--- src/rtl/i2s_dac_serializer.sv ---
// rtl/i2s_dac_serializer.sv - I2S DAC serializer: 16-bit MSB-first shift-out paced by synchronised BCLK/LRCLK.
// Optional feature macro: DAC_STEREO_DUP_EN (right slot repeats the sample; otherwise right slot is zero).
module i2s_dac_serializer #(
    parameter int SYNC_STAGES = 2
) (
    input  logic        clk,
    input  logic        i_rst,
    input  logic        i_bclk,
    input  logic        i_lrclk,
    input  logic        i_valid,
    input  logic [15:0] i_sample,
    output logic        o_dacdat,
    output logic        o_lrclk_posedge,
    output logic        o_lrclk_negedge,
    output logic        o_busy
);

    localparam logic [1:0] ST_IDLE = 2'd0;
    localparam logic [1:0] ST_WAIT = 2'd1;
    localparam logic [1:0] ST_SEND = 2'd2;
    localparam logic [1:0] ST_DONE = 2'd3;

    logic [SYNC_STAGES-1:0] bclk_sync_q, bclk_sync_d;
    logic [SYNC_STAGES-1:0] lrclk_sync_q, lrclk_sync_d;
    logic                   bclk_hist_q, bclk_hist_d;
    logic                   lrclk_hist_q, lrclk_hist_d;

    logic [1:0]  state_q, state_d;
    logic [15:0] shift_q, shift_d;
    logic [3:0]  cnt_q, cnt_d;
    logic        dacdat_q, dacdat_d;
    logic        pos_q, pos_d;
    logic        neg_q, neg_d;
    logic        busy_q, busy_d;

    logic        bclk_fall;
    logic        lrclk_rise;
    logic        lrclk_fall;
    logic [15:0] left_word;
    logic [15:0] right_word;

    always_comb begin
        bclk_sync_d  = {bclk_sync_q[SYNC_STAGES-2:0], i_bclk};
        lrclk_sync_d = {lrclk_sync_q[SYNC_STAGES-2:0], i_lrclk};
        bclk_hist_d  = bclk_sync_q[SYNC_STAGES-1];
        lrclk_hist_d = lrclk_sync_q[SYNC_STAGES-1];
    end

    assign bclk_fall  = bclk_hist_q & ~bclk_sync_q[SYNC_STAGES-1];
    assign lrclk_rise = ~lrclk_hist_q & lrclk_sync_q[SYNC_STAGES-1];
    assign lrclk_fall = lrclk_hist_q & ~lrclk_sync_q[SYNC_STAGES-1];

    assign left_word = i_valid ? i_sample : 16'h0000;
`ifdef DAC_STEREO_DUP_EN
    assign right_word = left_word;
`else
    assign right_word = 16'h0000;
`endif

    // An LRCLK edge always wins over a coincident BCLK fall; that fall is not
    // consumed, so the MSB waits for the next fall (I2S one-bit delay).
    always_comb begin
        state_d  = state_q;
        shift_d  = shift_q;
        cnt_d    = cnt_q;
        dacdat_d = dacdat_q;
        if (lrclk_rise || lrclk_fall) begin
            state_d  = ST_WAIT;
            shift_d  = lrclk_rise ? right_word : left_word;
            cnt_d    = 4'd0;
            dacdat_d = 1'b0;
        end else if (bclk_fall) begin
            case (state_q)
                ST_WAIT: begin
                    state_d  = ST_SEND;
                    dacdat_d = shift_q[15];
                    shift_d  = {shift_q[14:0], 1'b0};
                    cnt_d    = 4'd0;
                end
                ST_SEND: begin
                    if (cnt_q == 4'd15) begin
                        state_d  = ST_DONE;
                        dacdat_d = 1'b0;
                    end else begin
                        dacdat_d = shift_q[15];
                        shift_d  = {shift_q[14:0], 1'b0};
                        cnt_d    = cnt_q + 4'd1;
                    end
                end
                default: begin
                    dacdat_d = 1'b0;
                end
            endcase
        end
    end

    always_comb begin
        pos_d  = lrclk_rise;
        neg_d  = lrclk_fall;
        busy_d = (state_q == ST_WAIT) || (state_q == ST_SEND);
    end

    always_ff @(posedge clk or posedge i_rst) begin
        if (i_rst) begin
            bclk_sync_q  <= '0;
            lrclk_sync_q <= '0;
            bclk_hist_q  <= 1'b0;
            lrclk_hist_q <= 1'b0;
            state_q      <= ST_IDLE;
            shift_q      <= 16'h0000;
            cnt_q        <= 4'd0;
            dacdat_q     <= 1'b0;
            pos_q        <= 1'b0;
            neg_q        <= 1'b0;
            busy_q       <= 1'b0;
        end else begin
            bclk_sync_q  <= bclk_sync_d;
            lrclk_sync_q <= lrclk_sync_d;
            bclk_hist_q  <= bclk_hist_d;
            lrclk_hist_q <= lrclk_hist_d;
            state_q      <= state_d;
            shift_q      <= shift_d;
            cnt_q        <= cnt_d;
            dacdat_q     <= dacdat_d;
            pos_q        <= pos_d;
            neg_q        <= neg_d;
            busy_q       <= busy_d;
        end
    end

    assign o_dacdat        = dacdat_q;
    assign o_lrclk_posedge = pos_q;
    assign o_lrclk_negedge = neg_q;
    assign o_busy          = busy_q;

endmodule

--- config.mk ---
export PLATFORM = sky130hd
export DESIGN_NAME = i2s_dac_serializer
export DESIGN_NICKNAME = d
export VERILOG_FILES = /design/src/rtl/i2s_dac_serializer.sv
export SDC_FILE = /design/constraint.sdc
export NUM_CORES = 1
export LEC_CHECK = 0
export ABC_AREA = 1
export BUFFER_PORTS_ARGS = -buffer_cell sky130_fd_sc_hd__buf_2
export CORE_MARGIN = 10
export CORE_UTILIZATION = 45
export CTS_CLUSTER_SIZE = 20
export DETAILED_ROUTE_END_ITERATION = 12
export PLACE_DENSITY = 0.65
export SETUP_SLACK_MARGIN = 0.3
export SYNTH_ARGS = -nofsm -noshare
export SYNTH_HDL_FRONTEND = slang
export SYNTH_SLANG_ARGS = --single-unit
--- constraint.sdc ---
create_clock -name clk -period 1.9 [get_ports clk]
set_input_delay 0.38 -clock clk [delete_from_list [all_inputs] [get_ports clk]]
set_output_delay 0.38 -clock clk [all_outputs]
set_load 0.1 [all_outputs]
Word-level counts from Yosys, hierarchy flattened --
Index checks and enable logic that the tools add are counted.
Word-level totals: logic and storage cells 47, flip-flop bits (word level) 32, output and inout bits 4, bits of input ports 21
Operators by class: equality and inequality tests 5, multiplexer cells 18, add/sub/neg operators 1, reduce and logical (&&, ||, !) cells 6, bitwise operators 6
Operator list (number):
- $mux W16 | 5
- $pmux W16 S2 | 1
- $mux W4 | 3
- $pmux W4 S2 | 1
- $mux W2 | 3
- $ne A3 B3 Y1 const B | 2
- $reduce_and A3 Y1 | 2
- $add A4 B1 Y4 const B | 1
- $eq A4 B4 Y1 const B | 1
- $pmux W2 S2 | 1
- $and A1 B1 Y1 | 3
- $mux W1 | 3
- $not A1 Y1 | 3
- $reduce_bool A3 Y1 | 1
- $eq A2 B1 Y1 const B | 1
- $eq A2 B2 Y1 const B | 1
- $logic_or A1 B1 Y1 | 2
- $pmux W1 S2 | 1
- $reduce_bool A2 Y1 | 1

Longest topological paths before layout --
word-level depth 5, gate-level depth with buffers 9, depth with buffers taken out 8

Worst setup path before layout --
OpenSTA, ideal clock, no wires.
path type register to register, start reg lrclk_sync_q[1], end reg shift_q[15], setup time 0.121 ns, buffers on the path 2, arrival time 1.356 ns, cell stages (with the launch flop) 9, period minus slack after synthesis 1.477 ns, required time 1.779 ns, setup slack 0.423 ns, path through dfrtp_1 inv_1 ha_1 buf_6 inv_2 clkbuf_1 o21ai_0 nand2_1 nand2_1
On the way: cells in the longest elaborated chain, start to end 5, elaborated cells between the ends (all ways) 10, classes of those cells eq/ne (1); mux (2); bitwise (3); reduce/logical (4)
RTL lines:
- from (decl) | RTL line 24 | logic [SYNC_STAGES-1:0] lrclk_sync_q, lrclk_sync_d;
- from (signal assigned) | RTL line 118 | lrclk_sync_q <= lrclk_sync_d;
- $not A1 Y1 | RTL line 51 | assign lrclk_fall = lrclk_hist_q & ~lrclk_sync_q[SYNC_STAGES-1];
- $and A1 B1 Y1 | RTL line 51
- $logic_or A1 B1 Y1 | RTL line 67 | if (lrclk_rise || lrclk_fall) begin
- $ne A3 B3 Y1 (no source line), or another cell as far along
- $reduce_and A3 Y1 (no source line)
- to (signal assigned) | RTL line 122 | shift_q <= shift_d;
- to (decl) | RTL line 29 | logic [15:0] shift_q, shift_d;
Several ways; a longest one is shown, not always the timed one. A chain may end at the register's enable or synchronous reset.

Final worst setup path --
start reg lrclk_sync_q[1], end reg shift_q[11]
Same word-level chain as after synthesis.

==> results.ini <==
[critical_path]
cp.arrival_ns=1.72
crit_slowest_cell=dfrtp_1
cp-start-kind=flop
crit_path_max_incr_delay_ns=0.39
crit_fanout=9
crit_buf_inv=2
cp_data_required_time_ns=2.12
cp_common_cell=nand2_1
crit_family=simple AND/OR/NAND/NOR gates
crit_chain=inv_1 -> ha_4 -> nand3_4 -> nand2_4 -> nor2_4 -> buf_12 -> nand2_1 -> nand2_1
crit_path_end_kind=flop
critPathKind=reg -> reg

[timing]
setup_tns_ns=0
max_freq_mhz=666
finalCriticalPeriod_ns=1.50
fin_hold_ws_ns=0.172
rsz0062_at_grt=no
slew_headroom=0.677
finalCritPeriodShare=0.790
setup_viol=0
tightest_slew_ns=0.488
skew_ns=0.00309
final-max-slew-violation-count=0
hold_viol_final=0

[logic_synthesis]
yosys.area.top_type=dfrtp_1
syn_inst=203
synth_top_family_by_area=simple AND/OR/NAND/NOR gates
yosysUniqueCellTypes=20
yosys.area_share.simple=0.239
synth_compound_area_frac=0.134
synth_xor_area_frac=0
yosysWarnings=0
avgSynthCellArea_um2=8.26
syn_area_um2=1680
syn-num-nets=229
synth_adder_area_share=0.0373
ys_ff_latch=32
synth-seq-area-share=0.478
synth.area.mux_share=0
synthTopCellsByArea=dfrtp_1, nand2_1, o21bai_1
synth_top_area_frac=0.478

[clock_tree]
cts_buffers=5
clockBufferDepth=2
cts_tree=built
cts_sinks=32
htree_levels=2
worstSkewPairLatency_ns=0.28
hold_buffers=0
clockRootBuffer=clkbuf_8
path_clk_slew_ns=0.06

[drt]
wl_per_cell_um=12.4
ant_nets=0
via_per_inst=4.81
drc_errors=0
routed-via-count=1352
drt_iter0_drc=76
dr.pass1.iters=4
finalWirelength_um=3490

[finish]
multi_input_area_um2=733
postLayoutCoreUtil=0.557
layout.nets=259
fillers=380
drive_gt1_frac=0.219
syn2layout_area_growth_pct=20.7
fin_cells=281
register_area_um2=801
diodes=0
final_cell_area_um2=2020

[job]
cap_violations=0

[global_routing]
grt_pass1_vias=1318
grt-ovfl-total=0
grt_pass1_wl_um=6000
antenna_found_initial=0
grt_max_degree=33
groute.usage.overall=0.114

[floorplan]
die_h_um=81.0
core_area_um2=3630
boundaryPins=25
start_util=0.461
die_w_um=81.0
rows=22
die_area_um2=6570

[place]
io_buffers=24
dpl_cell_area_um2=1830
routabilityCongestion=0.758
hpwlAfterDp_um=2270
dp_cells=269

[power_and_ir_drop]
power_density_nw_per_um2=1190
p_leak_nw=1.11
ir_worst_vdd_mv=0.701

[hold_path]
hp-class=in -> async

[status]
status=finished clean

final timing paths:
| kind | cells past startpoint | from | slack [ns] | to |
|---|---|---|---|---|
| max in group asynchronous | 3 | i_rst | 1.44 | state_q[1]$_DFFE_PP0P_ |
| min | 3 | i_rst | 0.17 | bclk_sync_q[0]$_DFF_PP0_ |
| min in group clk | 1 | i_lrclk | 0.20 | lrclk_sync_q[0]$_DFF_PP0_ |
| min reg2reg | 0 | lrclk_sync_q[0]$_DFF_PP0_ | 0.35 | lrclk_sync_q[1]$_DFF_PP0_ |
| max | 8 | lrclk_sync_q[1]$_DFF_PP0_ | 0.40 | shift_q[11]$_DFFE_PP0P_ |
| max reg2reg | 8 | lrclk_sync_q[1]$_DFF_PP0_ | 0.40 | shift_q[11]$_DFFE_PP0P_ |
cell type report:
cell class	count	area share
Sequential cell	32	0.396
Multi-Input combinational cell	129	0.362
Timing Repair Buffer	33	0.115
Inverter	32	0.0593
Clock buffer	6	0.0358
Tap cell	48	0.0297
Clock inverter	1	0.00247
cells in the final DEF (no fill, tap or decap), types with 5 or more instances in the layout:
cell type  synthesis  layout
nand3_1           22      21
o21bai_1          20      20
dfrtp_1           32      32
o21ai_0           14      14
buf_2              3      24
inv_1             30      30
buf_4              3       5
nand2_1           54      53
clkbuf_8           0       5
cells in the mapped netlist, drive strengths merged:
cell type   n
buf         8
clkbuf      2
dfrtp      32
ha          5
inv        32
nand2      56
nand3      23
nand4       3
nor2        5
nor3        2
o21ai      15
o21bai     20
through the flow:
step | setup slack [ns] | total power, mW
2_1_floorplan | 0.423 | 1.63
3_3_place_gp | 0.204 | 1.81
3_5_place_dp | 0.171 | 1.82
4_1_cts | 0.350 | 2.32
5_1_grt | 0.291 | 2.60
6_report | 0.399 | 2.40
registers in the layout, indices dropped and copies added, names as in the netlist:
| register | cells |
|---|---|
| lrclk_hist_q | 1 |
| o_lrclk_negedge | 1 |
| cnt_q | 4 |
| lrclk_sync_q | 2 |
| o_dacdat | 1 |
| shift_q | 16 |
| o_busy | 1 |
| bclk_hist_q | 1 |
| o_lrclk_posedge | 1 |
| state_q | 2 |
| bclk_sync_q | 2 |
power by group:
part | total, mW | internal (mW) | leakage (nW) | switching (mW)
combinational | 0.972 | 0.379 | 0.660 | 0.593
sequential | 0.950 | 0.877 | 0.412 | 0.0733
clock | 0.479 | 0.248 | 0.0410 | 0.231
metal layers:
layer / track usage / vias to the layer above / routed length [um]
met5: 0 / - / 0
met1: 0.148 / 622 / 1650
met2: 0.167 / 21 / 1650
met4: 0.0519 / 0 / 57
li1: - / 702 / -
met3: 0.0408 / 7 / 135
cells by family (layout without fill, tap and decap cells):
| kind of cell | Yosys count | in the layout |
|---|---|---|
| and+or+nand+nor | 89 | 89 |
| buffers and inverters | 42 | 72 |
| AOI/OAI and AO/OA | 35 | 35 |
| DFF | 32 | 32 |
| adders and majority gates | 5 | 5 |
worst min-delay path: cells and delay by family:
family	cells	cell delay (ns)
buffers and inverters	3	0.49
timing repair:
item / CTS / global route
gates cloned: 0 / 0
pin swaps: 0 / 4
gates resized for setup: 4 / 10
setup endpoints to repair: 20 / 20
buffers inserted: 0 / 5
No activity file was read; power rests on OpenSTA's default activity.
